## src/rtl/start_pulse_gen.sv

```systemverilog
// rtl/start_pulse_gen.sv - synchronized, debounced, one-shot START pulse generator
//
// Turns a raw pushbutton level into a single-cycle START pulse for the
// downstream 3-bit counter, with a hold-off so a held or bouncing button
// cannot retrigger while the counter runs.
//
// Optional feature: define START_PULSE_COUNT_EN to enable the fire_count
// accepted-pulse counter; otherwise fire_count is tied to 8'h00.
//
// Ports:
//   clock        in   rising-edge clock
//   reset        in   asynchronous active-high reset
//   btn_in       in   raw asynchronous button level (1 = pressed)
//   busy         in   downstream counter mid-sequence (1 = running)
//   start_pulse  out  registered one-cycle START pulse
//   armed        out  registered, 1 while IDLE and ready for a press
//   missed       out  sticky: a debounced press arrived while busy
//   State        out  current FSM state (00 IDLE, 01 DEBOUNCE, 10 FIRE, 11 HOLD)
//   fire_count   out  accepted-pulse count (optional feature)

module start_pulse_gen #(
  parameter int DEBOUNCE_CYCLES = 4,
  parameter int HOLDOFF_CYCLES  = 7
) (
  input  logic       clock,
  input  logic       reset,
  input  logic       btn_in,
  input  logic       busy,
  output logic       start_pulse,
  output logic       armed,
  output logic       missed,
  output logic [1:0] State,
  output logic [7:0] fire_count
);

  typedef enum logic [1:0] {
    IDLE     = 2'b00,
    DEBOUNCE = 2'b01,
    FIRE     = 2'b10,
    HOLD     = 2'b11
  } state_e;

  localparam logic [3:0] DB_MAX = 4'(DEBOUNCE_CYCLES);
  localparam logic [3:0] HO_MAX = 4'(HOLDOFF_CYCLES);

  logic   s1_q, s1_d;
  logic   btn_sync_q, btn_sync_d;
  state_e state_q, state_d;
  logic [3:0] db_cnt_q, db_cnt_d;
  logic [3:0] hold_cnt_q, hold_cnt_d;
  logic [3:0] rel_cnt_q, rel_cnt_d;
  logic   missed_q, missed_d;
  logic   start_pulse_q, start_pulse_d;
  logic   armed_q, armed_d;

  // Two-flop synchronizer; btn_in is only ever observed through btn_sync_q.
  always_comb begin
    s1_d       = btn_in;
    btn_sync_d = s1_q;
  end

  always_comb begin
    state_d    = state_q;
    db_cnt_d   = db_cnt_q;
    hold_cnt_d = hold_cnt_q;
    rel_cnt_d  = rel_cnt_q;
    missed_d   = missed_q;

    case (state_q)
      IDLE: begin
        if (btn_sync_q) begin
          state_d  = DEBOUNCE;
          db_cnt_d = 4'd1;
        end
      end

      DEBOUNCE: begin
        if (!btn_sync_q) begin
          state_d  = IDLE;
          db_cnt_d = 4'd0;
        end else if (db_cnt_q < DB_MAX) begin
          db_cnt_d = db_cnt_q + 4'd1;
        end else if (busy) begin
          // Counter already running: record the miss, skip the pulse, but
          // still go through hold-off so the same press cannot fire later.
          state_d    = HOLD;
          missed_d   = 1'b1;
          db_cnt_d   = 4'd0;
          hold_cnt_d = HO_MAX;
          rel_cnt_d  = 4'd0;
        end else begin
          state_d  = FIRE;
          db_cnt_d = 4'd0;
        end
      end

      FIRE: begin
        missed_d   = 1'b0;
        state_d    = HOLD;
        hold_cnt_d = HO_MAX;
        rel_cnt_d  = 4'd0;
      end

      HOLD: begin
        // Re-arm needs both a debounced release and an expired hold-off.
        if (rel_cnt_q == DB_MAX && hold_cnt_q == 4'd0) begin
          state_d = IDLE;
        end
        hold_cnt_d = (hold_cnt_q == 4'd0) ? 4'd0 : hold_cnt_q - 4'd1;
        if (btn_sync_q) begin
          rel_cnt_d = 4'd0;
        end else if (rel_cnt_q != DB_MAX) begin
          rel_cnt_d = rel_cnt_q + 4'd1;
        end
      end

      default: state_d = IDLE;
    endcase

    // Outputs are decoded from the next state so they are registered yet
    // aligned with State.
    start_pulse_d = (state_d == FIRE);
    armed_d       = (state_d == IDLE);
  end

  always_ff @(posedge clock or posedge reset) begin
    if (reset) begin
      s1_q          <= 1'b0;
      btn_sync_q    <= 1'b0;
      state_q       <= IDLE;
      db_cnt_q      <= 4'd0;
      hold_cnt_q    <= 4'd0;
      rel_cnt_q     <= 4'd0;
      missed_q      <= 1'b0;
      start_pulse_q <= 1'b0;
      armed_q       <= 1'b1;
    end else begin
      s1_q          <= s1_d;
      btn_sync_q    <= btn_sync_d;
      state_q       <= state_d;
      db_cnt_q      <= db_cnt_d;
      hold_cnt_q    <= hold_cnt_d;
      rel_cnt_q     <= rel_cnt_d;
      missed_q      <= missed_d;
      start_pulse_q <= start_pulse_d;
      armed_q       <= armed_d;
    end
  end

`ifdef START_PULSE_COUNT_EN
  logic [7:0] fire_cnt_q, fire_cnt_d;

  // Counts each cycle the pulse is high; wraps naturally at 8 bits.
  always_comb begin
    fire_cnt_d = fire_cnt_q + {7'd0, start_pulse_q};
  end

  always_ff @(posedge clock or posedge reset) begin
    if (reset) begin
      fire_cnt_q <= 8'd0;
    end else begin
      fire_cnt_q <= fire_cnt_d;
    end
  end

  assign fire_count = fire_cnt_q;
`else
  assign fire_count = 8'h00;
`endif

  assign start_pulse = start_pulse_q;
  assign armed       = armed_q;
  assign missed      = missed_q;
  assign State       = state_q;

endmodule

```

## config.mk

```make
export PLATFORM = sky130hd
export DESIGN_NAME = start_pulse_gen
export DESIGN_NICKNAME = d
export VERILOG_FILES = /design/src/rtl/start_pulse_gen.sv
export SDC_FILE = /design/constraint.sdc
export NUM_CORES = 1
export LEC_CHECK = 0
export CAP_MARGIN = 20
export CORE_ASPECT_RATIO = 1.75
export CORE_MARGIN = 10
export CORE_UTILIZATION = 40
export DETAILED_ROUTE_END_ITERATION = 16
export MAX_ROUTING_LAYER = met4
export PLACE_DENSITY = 0.73
export RECOVER_POWER = 50
export SLEW_MARGIN = 20
export SYNTH_ARGS = -nofsm -noshare
export SYNTH_HDL_FRONTEND = slang
export SYNTH_SLANG_ARGS = --single-unit
```

## constraint.sdc

```tcl
create_clock -name clock -period 2.81 [get_ports clock]
set_input_delay 0.562 -clock clock [delete_from_list [all_inputs] [get_ports clock]]
set_output_delay 0.562 -clock clock [all_outputs]
set_load 0.02 [all_outputs]
```

==> impl_metrics.sql, run 1 <==
INSERT INTO impl_metrics (metric_group, metric, value, unit) VALUES
('detailed_routing', 'first_iter_violations', '28', ''),
('synthesis', 'ys_types', '37', ''),
('floorplanning', 'die_area', '4960', 'um2'),
('placement', 'globalplace.congestion', '0.778', ''),
('final_layout', 'ant_diodes', '0', ''),
('placement', 'hpwl_dp', '1470', 'um'),
('clock_tree', 'clock_tree_from_tritoncts', 'yes', ''),
('clock_tree', 'clockRootBuffer', 'sky130_fd_sc_hd__clkbuf_8', ''),
('timing', 'timing.clock.skew', '0.00120', 'ns'),
('power_and_ir_drop', 'leakagePower', '0.469', 'nW'),
('detailed_routing', 'number_of_detailed_route_iterations_in_the_first_pass', '4', ''),
('critical_path', 'critical_path_arrival', '1.47', 'ns'),
('critical_path', 'setup.reg_to_reg.worst_slack', '1.11', 'ns'),
('status', 'result_of_the_run', 'finished clean', ''),
('hold_path', 'startpoint_of_the_most_critical_hold_path', 'btn_sync_d$_DFF_PP0_', ''),
('synthesis', 'syn_inst', '96', ''),
('clock_tree', 'cts_post_setup_buffers_inserted', '0', ''),
('critical_path', 'reg2reg_capture_point', 'hold_cnt_q[2]$_DFFE_PP0P_', ''),
('synthesis', 'syn-cell-area', '993', 'um2'),
('timing', 'final_min_period_over_clock_period', '72.2', '%'),
('global_route', 'grt_start_max_net_pins', '20', ''),
('clock_tree', 'cts_made_buffers', '3', ''),
('floorplanning', 'core_area', '2330', 'um2'),
('detailed_routing', 'drt-wirelength-per-cell', '14.6', 'um'),
('critical_path', 'worst_setup_path_start_kind', 'register', ''),
('hold_path', 'whs_endpoint', 'btn_sync_q$_DFF_PP0_', ''),
('final_layout', 'fin_cells', '128', ''),
('timing', 'fmax', '493', 'MHz'),
('global_route', 'via_count_of_the_first_global_routing_pass', '725', ''),
('clock_tree', 'cts_num_sinks', '19', ''),
('synthesis', 'synth_async_sr_flop_share', '100', '%'),
('global_route', 'grt.total_usage', '7.75', '%'),
('final_layout', 'n_fill_cell', '219', ''),
('timing', 'finalHoldViolations', '0', ''),
('synthesis', 'synth_seq_cells', '19', ''),
('critical_path', 'crit_path_cell_trace', 'clkdlybuf4s50_1', ''),
('detailed_routing', 'final_antenna_net_count', '0', ''),
('timing', 'fin_tns_setup', '0', 'ns'),
('critical_path', 'crit_required', '2.25', 'ns'),
('detailed_routing', 'remaining_drc_errors', '0', ''),
('final_layout', 'syn2layout_area_growth', '8.82', '%'),
('clock_tree', 'cts.reportedPaths.clkPinSlew', '0.07', 'ns'),
('critical_path', 'r2r.worst_path.cells', '3', ''),
('hold_path', 'min_delay_path_depth', '0', ''),
('clock_tree', 'worst_skew_pair_later_pin_latency', '0.25', 'ns'),
('critical_path', 'timing.rr.start', 'State[1]$_DFF_PP0_', ''),
('floorplanning', 'chipHeight', '85.9', 'um'),
('clock_tree', 'post_cts_hold_buffer_count', '0', ''),
('synthesis', 'synth_top_area_share', '45.3', '%'),
('detailed_routing', 'wirelength', '1870', 'um'),
('floorplanning', 'die-width', '57.7', 'um'),
('synthesis', 'synth_most_common_cell', 'sky130_fd_sc_hd__dfrtp_1', ''),
('final_layout', 'drive_gt1_share', '7.77', '%'),
('global_route', 'wire_length_of_the_first_global_routing_pass', '3120', 'um'),
('synthesis', 'synth-warning-count', '0', ''),
('timing', 'min_period', '2.03', 'ns'),
('synthesis', 'edff_count_synth', '0', ''),
('synthesis', 'synth_area_per_cell', '10.3', 'um2'),
('synthesis', 'netlist_top_cells_count', '18 x sky130_fd_sc_hd__dfrtp_1, 9 x sky130_fd_sc_hd__buf_4, 6 x sky130_fd_sc_hd__o21ai_0', ''),
('floorplanning', 'row_count', '23', ''),
('critical_path', 'cp_max_delay_cell', 'sky130_fd_sc_hd__clkdlybuf4s50_1', ''),
('critical_path', 'kind_of_cell_with_the_highest_combined_delay_on_the_critical_path', 'buffers and inverters', ''),
('timing', 'setup_viol', '0', ''),
('critical_path', 'timing.critical_path.fanout_max', '12', ''),
('timing', 'unrepaired_setup_endpoints_after_global_routing', 'false', ''),
('critical_path', 'crit_path_end_kind', 'output port', ''),
('final_layout', 'postLayoutCellArea', '1080', 'um2'),
('clock_tree', 'post_cts_resize_count', '0', ''),
('detailed_routing', 'routed-via-count', '707', ''),
('power_and_ir_drop', 'irDropWorstVdd', '0.541', 'mV'),
('critical_path', 'worstPathBufferInverterCount', '1', '');
==> final cells by class <==
class / instances / area [um2] / share of cell area, %
repair buffers: 8 / 80.1 / 7.41
inverters: 4 / 16.3 / 1.50
flip-flops and latches: 19 / 477 / 44.1
clock inverters: 1 / 5.00 / 0.463
well taps: 25 / 31.3 / 2.89
clock buffers: 3 / 41.3 / 3.82
multi-input cells: 68 / 430 / 39.8
==> layout by cell type (no fill, tap or decap), drive strengths merged <==
master | Yosys | routed
or3 | 2 | 2
and3b | 2 | 2
or4b | 1 | 1
a31oi | 2 | 2
and3 | 1 | 1
clkinvlp | 0 | 1
o22a | 1 | 1
o21a | 2 | 2
a21oi | 5 | 5
or2 | 1 | 1
inv | 4 | 3
a22o | 1 | 1
nor4 | 2 | 2
conb | 1 | 8
clkinv | 0 | 1
nand3 | 5 | 5
clkdlybuf4s50 | 0 | 5
ha | 3 | 3
nand2b | 2 | 2
clkbuf | 0 | 3
o21ai | 7 | 7
dfrtp | 18 | 18
o311a | 1 | 1
nand3b | 1 | 1
o211ai | 1 | 1
dfstp | 1 | 1
nor4b | 1 | 1
nand2 | 5 | 5
o31a | 1 | 1
a2bb2oi | 1 | 1
a32o | 2 | 2
and2 | 1 | 1
nor2 | 5 | 5
o22ai | 1 | 1
nor3 | 2 | 2
dlygate4sd3 | 0 | 3
a211o | 1 | 1
==> cell families after synthesis <==
family,after synthesis,synth area share [%]
AO/OA/AOI/OAI,26,17.6
adder cells (fa/ha/maj),3,3.78
buffers and inverters,16,11.3
flip-flops,19,48.0
other,1,0.377
AND/OR/NAND/NOR,31,18.9
==> stage by stage <==
stage	util (%)	power (mW)	setup slack, ns	hold slack (ns)
2_1_floorplan	-	0.686	1.41	0.331
3_3_place_gp	44.4	0.748	0.984	0.333
3_5_place_dp	44.4	0.765	0.967	0.335
4_1_cts	46.4	0.948	0.756	0.350
5_1_grt	46.4	1.01	0.692	0.375
6_report	46.4	0.937	0.782	0.350
==> how the worst max path moves through the flow <==
stage          slack (ns)                        to               start  cells past startpoint
4_1_cts              0.76                  State[1]  State[1]$_DFF_PP0_                      1
3_3_place_gp         0.98  rel_cnt_q[3]$_DFFE_PP0P_                busy                      4
5_1_grt              0.69                  State[0]  State[0]$_DFF_PP0_                      1
6_report             0.78                  State[0]  State[0]$_DFF_PP0_                      1
2_1_floorplan        1.41  rel_cnt_q[3]$_DFFE_PP0P_  State[1]$_DFF_PP0_                      5
3_5_place_dp         0.97  rel_cnt_q[3]$_DFFE_PP0P_                busy                      4
==> power by group <==
| part | internal, mW | leakage (nW) | switching [mW] | total [mW] |
|---|---|---|---|---|
| clock network | 0.0982 | 0.0255 | 0.0833 | 0.182 |
| registers | 0.348 | 0.235 | 0.0944 | 0.442 |
| logic | 0.141 | 0.209 | 0.173 | 0.314 |
==> flip-flops by register name, indices dropped and copies added, names as in the netlist <==
register / count
btn_sync_d: 1
start_pulse: 1
hold_cnt_q: 4
btn_sync_q: 1
missed: 1
armed: 1
db_cnt_q: 4
rel_cnt_q: 4
State: 2
==> metal layers <==
| layer | share of wire [%] | global-route usage [%] | vias to the layer above |
|---|---|---|---|
| met5 | 0 | - | - |
| met4 | 0.21 | 2.58 | 0 |
| met3 | 2.3 | 1.77 | 2 |
| met2 | 55 | 14.3 | 17 |
| met1 | 42 | 7.53 | 343 |
| li1 | - | - | 345 |
No activity file was read; power rests on OpenSTA's default activity.
==> inputs of run 2 (changes only) <==
==> constraint.sdc (replaced) <==
create_clock -name clock -period 2.01 [get_ports clock]
set_input_delay 0.402 -clock clock [delete_from_list [all_inputs] [get_ports clock]]
set_output_delay 0.402 -clock clock [all_outputs]
set_load 0.02 [all_outputs]
==> impl_metrics.sql, run 2 (same netlist as run 1, synthesis figures left out) <==
INSERT INTO impl_metrics (metric_group, metric, value, unit) VALUES
('detailed_routing', 'wirelength', '1910', 'um'),
('timing', 'final_min_period_over_clock_period', '95.0', '%'),
('final_layout', 'n_fill_cell', '215', ''),
('timing', 'timing.final.ws_setup', '0.100', 'ns'),
('floorplanning', 'die_area', '4960', 'um2'),
('critical_path', 'crit_required', '1.61', 'ns'),
('critical_path', 'kind_of_cell_with_the_highest_combined_delay_on_the_critical_path', 'buffers and inverters', ''),
('global_route', 'grt.total_usage', '8.37', '%'),
('timing', 'finalMaxSlewViolations', '0', ''),
('timing', 'fmax', '524', 'MHz'),
('floorplanning', 'core_area', '2330', 'um2'),
('critical_path', 'critPathMaxStageDelay', '0.69', 'ns'),
('timing', 'timing.max_slew.rel_slack', '35.3', '%'),
('global_route', 'most_used_layer_global_route', 'met2', ''),
('floorplanning', 'io-pin-count', '17', ''),
('clock_tree', 'cts_num_sinks', '19', ''),
('final_layout', 'register_area', '477', 'um2'),
('detailed_routing', 'final_antenna_net_count', '0', ''),
('clock_tree', 'clock_tree_from_tritoncts', 'yes', ''),
('timing', 'timing.clock.skew', '0.00185', 'ns'),
('status', 'result_of_the_run', 'finished clean', ''),
('placement', 'hpwl_dp', '1460', 'um'),
('run', 'drv.max_cap_violation_count', '0', ''),
('critical_path', 'cp_max_delay_cell', 'sky130_fd_sc_hd__clkdlybuf4s50_1', ''),
('global_route', 'wire_length_of_the_first_global_routing_pass', '3240', 'um'),
('global_route', 'grt_antenna_before_repair', '0', ''),
('timing', 'min_period', '1.91', 'ns'),
('timing', 'max_slew.worst_pin.slew', '0.970', 'ns'),
('clock_tree', 'post_cts_resize_count', '0', ''),
('global_route', 'groute.layer.met3.usage', '2.07', '%'),
('power_and_ir_drop', 'leakagePower', '0.473', 'nW'),
('detailed_routing', 'remaining_drc_errors', '0', ''),
('detailed_routing', 'number_of_detailed_route_iterations_in_the_first_pass', '4', ''),
('timing', 'finalHoldViolations', '0', ''),
('final_layout', 'multi_input_comb_area', '430', 'um2'),
('global_route', 'via_count_of_the_first_global_routing_pass', '733', ''),
('critical_path', 'critical_path_arrival', '1.51', 'ns'),
('detailed_routing', 'first_iter_violations', '36', ''),
('floorplanning', 'chipHeight', '85.9', 'um'),
('critical_path', 'timing.critical_path.fanout_max', '10', ''),
('placement', 'globalplace.congestion', '0.784', ''),
('final_layout', 'net_total_in_the_final_layout', '112', ''),
('clock_tree', 'cts_post_setup_buffers_inserted', '0', ''),
('hold_path', 'min_path_type', 'register to register', ''),
('detailed_routing', 'routed-via-count', '730', ''),
('critical_path', 'worstPathBufferInverterCount', '1', ''),
('timing', 'fin_tns_setup', '0', 'ns'),
('critical_path', 'crit_path_cell_trace', 'clkdlybuf4s50_1', ''),
('power_and_ir_drop', 'power-per-cell-area', '1230', 'nW/um2'),
('final_layout', 'syn2layout_area_growth', '9.32', '%'),
('critical_path', 'crit_path_end_kind', 'output port', ''),
('timing', 'unrepaired_setup_endpoints_after_global_routing', 'false', ''),
('detailed_routing', 'drt-wirelength-per-cell', '14.8', 'um'),
('power_and_ir_drop', 'irDropWorstVdd', '0.558', 'mV'),
('final_layout', 'final_common_cell', 'sky130_fd_sc_hd__dfrtp_1', ''),
('global_route', 'grt.met1_usage', '7.85', '%'),
('floorplanning', 'floorplan.initialDensity', '42.6', '%'),
('final_layout', 'ant_diodes', '0', ''),
('clock_tree', 'clk_path_buf_depth', '2', ''),
('clock_tree', 'htreeDepth', '1', ''),
('final_layout', 'most-common-layout-cells', '18 x sky130_fd_sc_hd__dfrtp_1, 8 x sky130_fd_sc_hd__conb_1, 6 x sky130_fd_sc_hd__o21ai_0, 6 x sky130_fd_sc_hd__clkdlybuf4s50_1', ''),
('clock_tree', 'post_cts_hold_buffer_count', '0', ''),
('global_route', 'globalRouteMet2Util', '14.3', '%'),
('floorplanning', 'die-width', '57.7', 'um'),
('clock_tree', 'cts_made_buffers', '3', ''),
('final_layout', 'biggestRegsByFlops', 'db_cnt_q x4, hold_cnt_q x4, rel_cnt_q x4', ''),
('clock_tree', 'cts.reportedPaths.clkPinSlew', '0.07', 'ns'),
('global_route', 'globalRoute.totalOverflow', '0', ''),
('critical_path', 'worst_setup_path_start_kind', 'register', ''),
('power_and_ir_drop', 'total_power_consumption_of_the_routed_design', '1.33', 'mW'),
('clock_tree', 'worst_skew_pair_later_pin_latency', '0.26', 'ns'),
('detailed_routing', 'post_drt_via_cell_ratio', '5.66', ''),
('critical_path', 'critical_path_class', 'register to output port', ''),
('final_layout', 'drive_gt1_share', '7.69', '%'),
('floorplanning', 'row_count', '23', ''),
('clock_tree', 'clockRootBuffer', 'sky130_fd_sc_hd__clkbuf_8', ''),
('global_route', 'grt_start_max_net_pins', '20', ''),
('timing', 'setup_viol', '0', ''),
('placement', 'place.port_buffers', '8', ''),
('placement', 'detailedPlace.worstSlack', '0.308', 'ns');
## run 2: cell types whose count changed in the layout (fill, tap and decap cells not counted), sizes merged
cell,before,now
clkinvlp,1,0
clkdlybuf4s50,5,6
clkbuf,3,4
inv,3,4
dlygate4sd3,3,2
## run 2: metrics by stage
stage               cells  hold WS (ns)  utilization [%]  cell area, um2
floorplan             103         0.331                -            1020
global placement      125         0.334             44.8            1040
detailed placement    125         0.341             44.8            1040
CTS                   129         0.358             46.8            1090
global route          129         0.382             46.6            1090
finish                129         0.352             46.6            1090
## run 2: area by class of cell
cell class / instances / area share [%]
sequential: 19 / 43.9
multi-input combinational: 68 / 39.6
timing repair buffer: 9 / 7.72
clock buffer: 3 / 3.80
tap: 25 / 2.88
inverter: 4 / 1.61
clock inverter: 1 / 0.461
## run 2: final timing paths
path                                               start                        to  cells after the start  slack (ns)
worst max-delay path                  State[1]$_DFF_PP0_                  State[1]                      1        0.10
worst min-delay path                btn_sync_d$_DFF_PP0_      btn_sync_q$_DFF_PP0_                      0        0.35
worst max register to register  rel_cnt_q[1]$_DFFE_PP0P_        State[1]$_DFF_PP0_                      5        0.50
worst min register to register      btn_sync_d$_DFF_PP0_      btn_sync_q$_DFF_PP0_                      0        0.35
max in group asynchronous                          reset  rel_cnt_q[2]$_DFFE_PP0P_                      3        0.56
min in group asynchronous                          reset  rel_cnt_q[1]$_DFFE_PP0P_                      3        0.86
## run 2: power breakdown
part | switching [mW] | total, mW | internal [mW]
clock network | 0.124 | 0.262 | 0.138
registers | 0.135 | 0.621 | 0.486
logic | 0.247 | 0.449 | 0.202
total | 0.506 | 1.33 | 0.826
## run 2: metal layers
layer / part of all wire, % / vias up
met5: 0 / -
met3: 3.1 / 7
li1: - / 347
met2: 54 / 16
met4: 3.2 / 0
met1: 39 / 360
==> inputs of run 3 (changes only) <==
--- a/config.mk
+++ b/config.mk
@@ -10,6 +10,7 @@
 export CORE_MARGIN = 10
 export CORE_UTILIZATION = 40
 export DETAILED_ROUTE_END_ITERATION = 16
+export GPL_TIMING_DRIVEN = 0
 export MAX_ROUTING_LAYER = met4
 export PLACE_DENSITY = 0.73
 export RECOVER_POWER = 50
==> impl_metrics.sql, run 3 (same netlist as run 1, synthesis figures left out) <==
INSERT INTO impl_metrics (metric_group, metric, value, unit) VALUES
('hold_path', 'min_path_type', 'register to register', ''),
('floorplanning', 'chipHeight', '85.9', 'um'),
('global_route', 'grt_antenna_before_repair', '0', ''),
('global_route', 'wire_length_of_the_first_global_routing_pass', '3570', 'um'),
('detailed_routing', 'first_iter_violations', '23', ''),
('floorplanning', 'row_count', '23', ''),
('power_and_ir_drop', 'switching_power', '0.522', 'mW'),
('detailed_routing', 'final_antenna_net_count', '0', ''),
('placement', 'hpwl_dp', '1490', 'um'),
('detailed_routing', 'remaining_drc_errors', '0', ''),
('final_layout', 'drive_gt1_share', '17.4', '%'),
('power_and_ir_drop', 'share_clk_of_total_power', '20.0', '%'),
('power_and_ir_drop', 'irDropWorstVdd', '0.535', 'mV'),
('power_and_ir_drop', 'power.sequential.fraction', '42.3', '%'),
('timing', 'timing.max_slew.rel_slack', '52.8', '%'),
('critical_path', 'crit_path_end_kind', 'output port', ''),
('final_layout', 'syn2layout_area_growth', '18.5', '%'),
('power_and_ir_drop', 'internal_power', '0.867', 'mW'),
('critical_path', 'worst_setup_path_start_kind', 'register', ''),
('critical_path', 'crit_required', '1.61', 'ns'),
('timing', 'fmax', '562', 'MHz'),
('critical_path', 'worstPathBufferInverterCount', '1', ''),
('detailed_routing', 'drt-wirelength-per-cell', '14.2', 'um'),
('clock_tree', 'clockRootBuffer', 'sky130_fd_sc_hd__clkbuf_8', ''),
('placement', 'globalplace.congestion', '0.752', ''),
('timing', 'timing.clock.skew', '0.00400', 'ns'),
('final_layout', 'net_total_in_the_final_layout', '123', ''),
('timing', 'finalHoldViolations', '0', ''),
('critical_path', 'timing.critical_path.fanout_max', '1', ''),
('timing', 'fin_tns_setup', '0', 'ns'),
('timing', 'final_min_period_over_clock_period', '88.6', '%'),
('floorplanning', 'core_area', '2330', 'um2'),
('clock_tree', 'cts_post_setup_buffers_inserted', '0', ''),
('global_route', 'grt.total_usage', '9.34', '%'),
('clock_tree', 'cts.reportedPaths.clkPinSlew', '0.07', 'ns'),
('critical_path', 'kind_of_cell_with_the_highest_combined_delay_on_the_critical_path', 'buffers and inverters', ''),
('placement', 'place.port_buffers', '8', ''),
('timing', 'setup_viol', '0', ''),
('timing', 'unrepaired_setup_endpoints_after_global_routing', 'false', ''),
('global_route', 'via_count_of_the_first_global_routing_pass', '780', ''),
('critical_path', 'crit_path_cell_trace', 'clkdlybuf4s50_1', ''),
('timing', 'finalMaxSlewViolations', '0', ''),
('power_and_ir_drop', 'power-per-cell-area', '1180', 'nW/um2'),
('clock_tree', 'post_cts_hold_buffer_count', '0', ''),
('critical_path', 'critical_path_class', 'register to output port', ''),
('detailed_routing', 'post_drt_via_cell_ratio', '5.38', ''),
('detailed_routing', 'routed-via-count', '753', ''),
('placement', 'placed_cell_areas', '1130', 'um2'),
('final_layout', 'register_area', '477', 'um2'),
('floorplanning', 'die-width', '57.7', 'um'),
('power_and_ir_drop', 'comb_power_share', '37.7', '%'),
('floorplanning', 'floorplan.initialDensity', '42.6', '%'),
('global_route', 'grt_start_max_net_pins', '20', ''),
('final_layout', 'ant_diodes', '0', ''),
('clock_tree', 'clk_path_buf_depth', '2', ''),
('power_and_ir_drop', 'power_switching_share', '37.6', '%'),
('critical_path', 'cp_max_delay_cell', 'sky130_fd_sc_hd__clkdlybuf4s50_1', ''),
('clock_tree', 'cts_num_sinks', '19', ''),
('critical_path', 'critPathMaxStageDelay', '0.59', 'ns'),
('final_layout', 'biggestRegsByFlops', 'db_cnt_q x4, hold_cnt_q x4, rel_cnt_q x4', ''),
('clock_tree', 'clock_tree_from_tritoncts', 'yes', ''),
('floorplanning', 'io-pin-count', '17', ''),
('power_and_ir_drop', 'leakagePower', '0.538', 'nW'),
('final_layout', 'postLayoutCellArea', '1180', 'um2'),
('final_layout', 'n_fill_cell', '218', ''),
('global_route', 'globalRoute.totalOverflow', '0', ''),
('clock_tree', 'htreeDepth', '1', ''),
('final_layout', 'most-common-layout-cells', '18 x sky130_fd_sc_hd__dfrtp_1, 9 x sky130_fd_sc_hd__buf_4, 8 x sky130_fd_sc_hd__conb_1', ''),
('floorplanning', 'die_area', '4960', 'um2'),
('detailed_routing', 'wirelength', '1990', 'um'),
('clock_tree', 'post_cts_resize_count', '0', ''),
('status', 'result_of_the_run', 'finished clean', ''),
('detailed_routing', 'number_of_detailed_route_iterations_in_the_first_pass', '4', ''),
('timing', 'min_period', '1.78', 'ns'),
('timing', 'max_slew.worst_pin.slew', '0.707', 'ns'),
('clock_tree', 'cts_made_buffers', '3', ''),
('clock_tree', 'worst_skew_pair_later_pin_latency', '0.27', 'ns'),
('final_layout', 'final_common_cell', 'sky130_fd_sc_hd__dfrtp_1', ''),
('run', 'drv.max_cap_violation_count', '0', ''),
('critical_path', 'critical_path_arrival', '1.38', 'ns'),
('final_layout', 'multi_input_comb_area', '430', 'um2');
## run 3: power groups by stage
stage          clock, mW  sequential [mW]  combinational [mW]
6_report           0.278            0.587               0.524
5_1_grt            0.298            0.603               0.592
4_1_cts            0.282            0.585               0.529
3_5_place_dp           0            0.592               0.526
3_3_place_gp           0            0.582               0.518
2_1_floorplan          0            0.606               0.353
## run 3: through the flow
stage	util (%)	instances	total power, mW	setup WS, ns	hold slack, ns
finish	50.5	140	1.39	0.229	0.357
global route	50.5	140	1.49	0.201	0.376
CTS	50.5	140	1.40	0.220	0.358
detailed placement	48.5	136	1.12	0.334	0.338
global placement	48.5	136	1.10	0.336	0.334
floorplan	-	103	0.959	0.610	0.331
## run 3: layer usage
layer / GRT usage (%) / vias up / wire [um]
met1: 9.33 / 360 / 817
met4: 7.08 / 0 / 70
met2: 15.2 / 18 / 1030
met5: - / - / 0
met3: 2.07 / 8 / 71
li1: - / 367 / -
## run 3: worst paths after layout
kind | start | end | slack [ns] | depth (start not counted)
min reg2reg | btn_sync_d$_DFF_PP0_ | btn_sync_q$_DFF_PP0_ | 0.36 | 0
max reg2reg | hold_cnt_q[1]$_DFFE_PP0P_ | State[1]$_DFF_PP0_ | 0.50 | 3
min in group asynchronous | reset | start_pulse$_DFF_PP0_ | 0.67 | 2
min | btn_sync_d$_DFF_PP0_ | btn_sync_q$_DFF_PP0_ | 0.36 | 0
max | armed$_DFF_PP1_ | armed | 0.23 | 1
max in group asynchronous | reset | rel_cnt_q[2]$_DFFE_PP0P_ | 0.88 | 2
## run 3: area by class of cell
class	instances	area share, %
clock inverters	1	0.425
repair buffers	8	6.80
flip-flops and latches	19	40.5
multi-input cells	68	36.6
plain buffers	12	8.08
clock buffers	3	3.51
inverters	4	1.49
well taps	25	2.66
## run 3: worst register-to-register path, delay by kind of cell (launching register included)
family | cells | cell delay [ns]
compound gates | 1 | 0.25
flops | 1 | 0.44
simple gates | 2 | 0.72
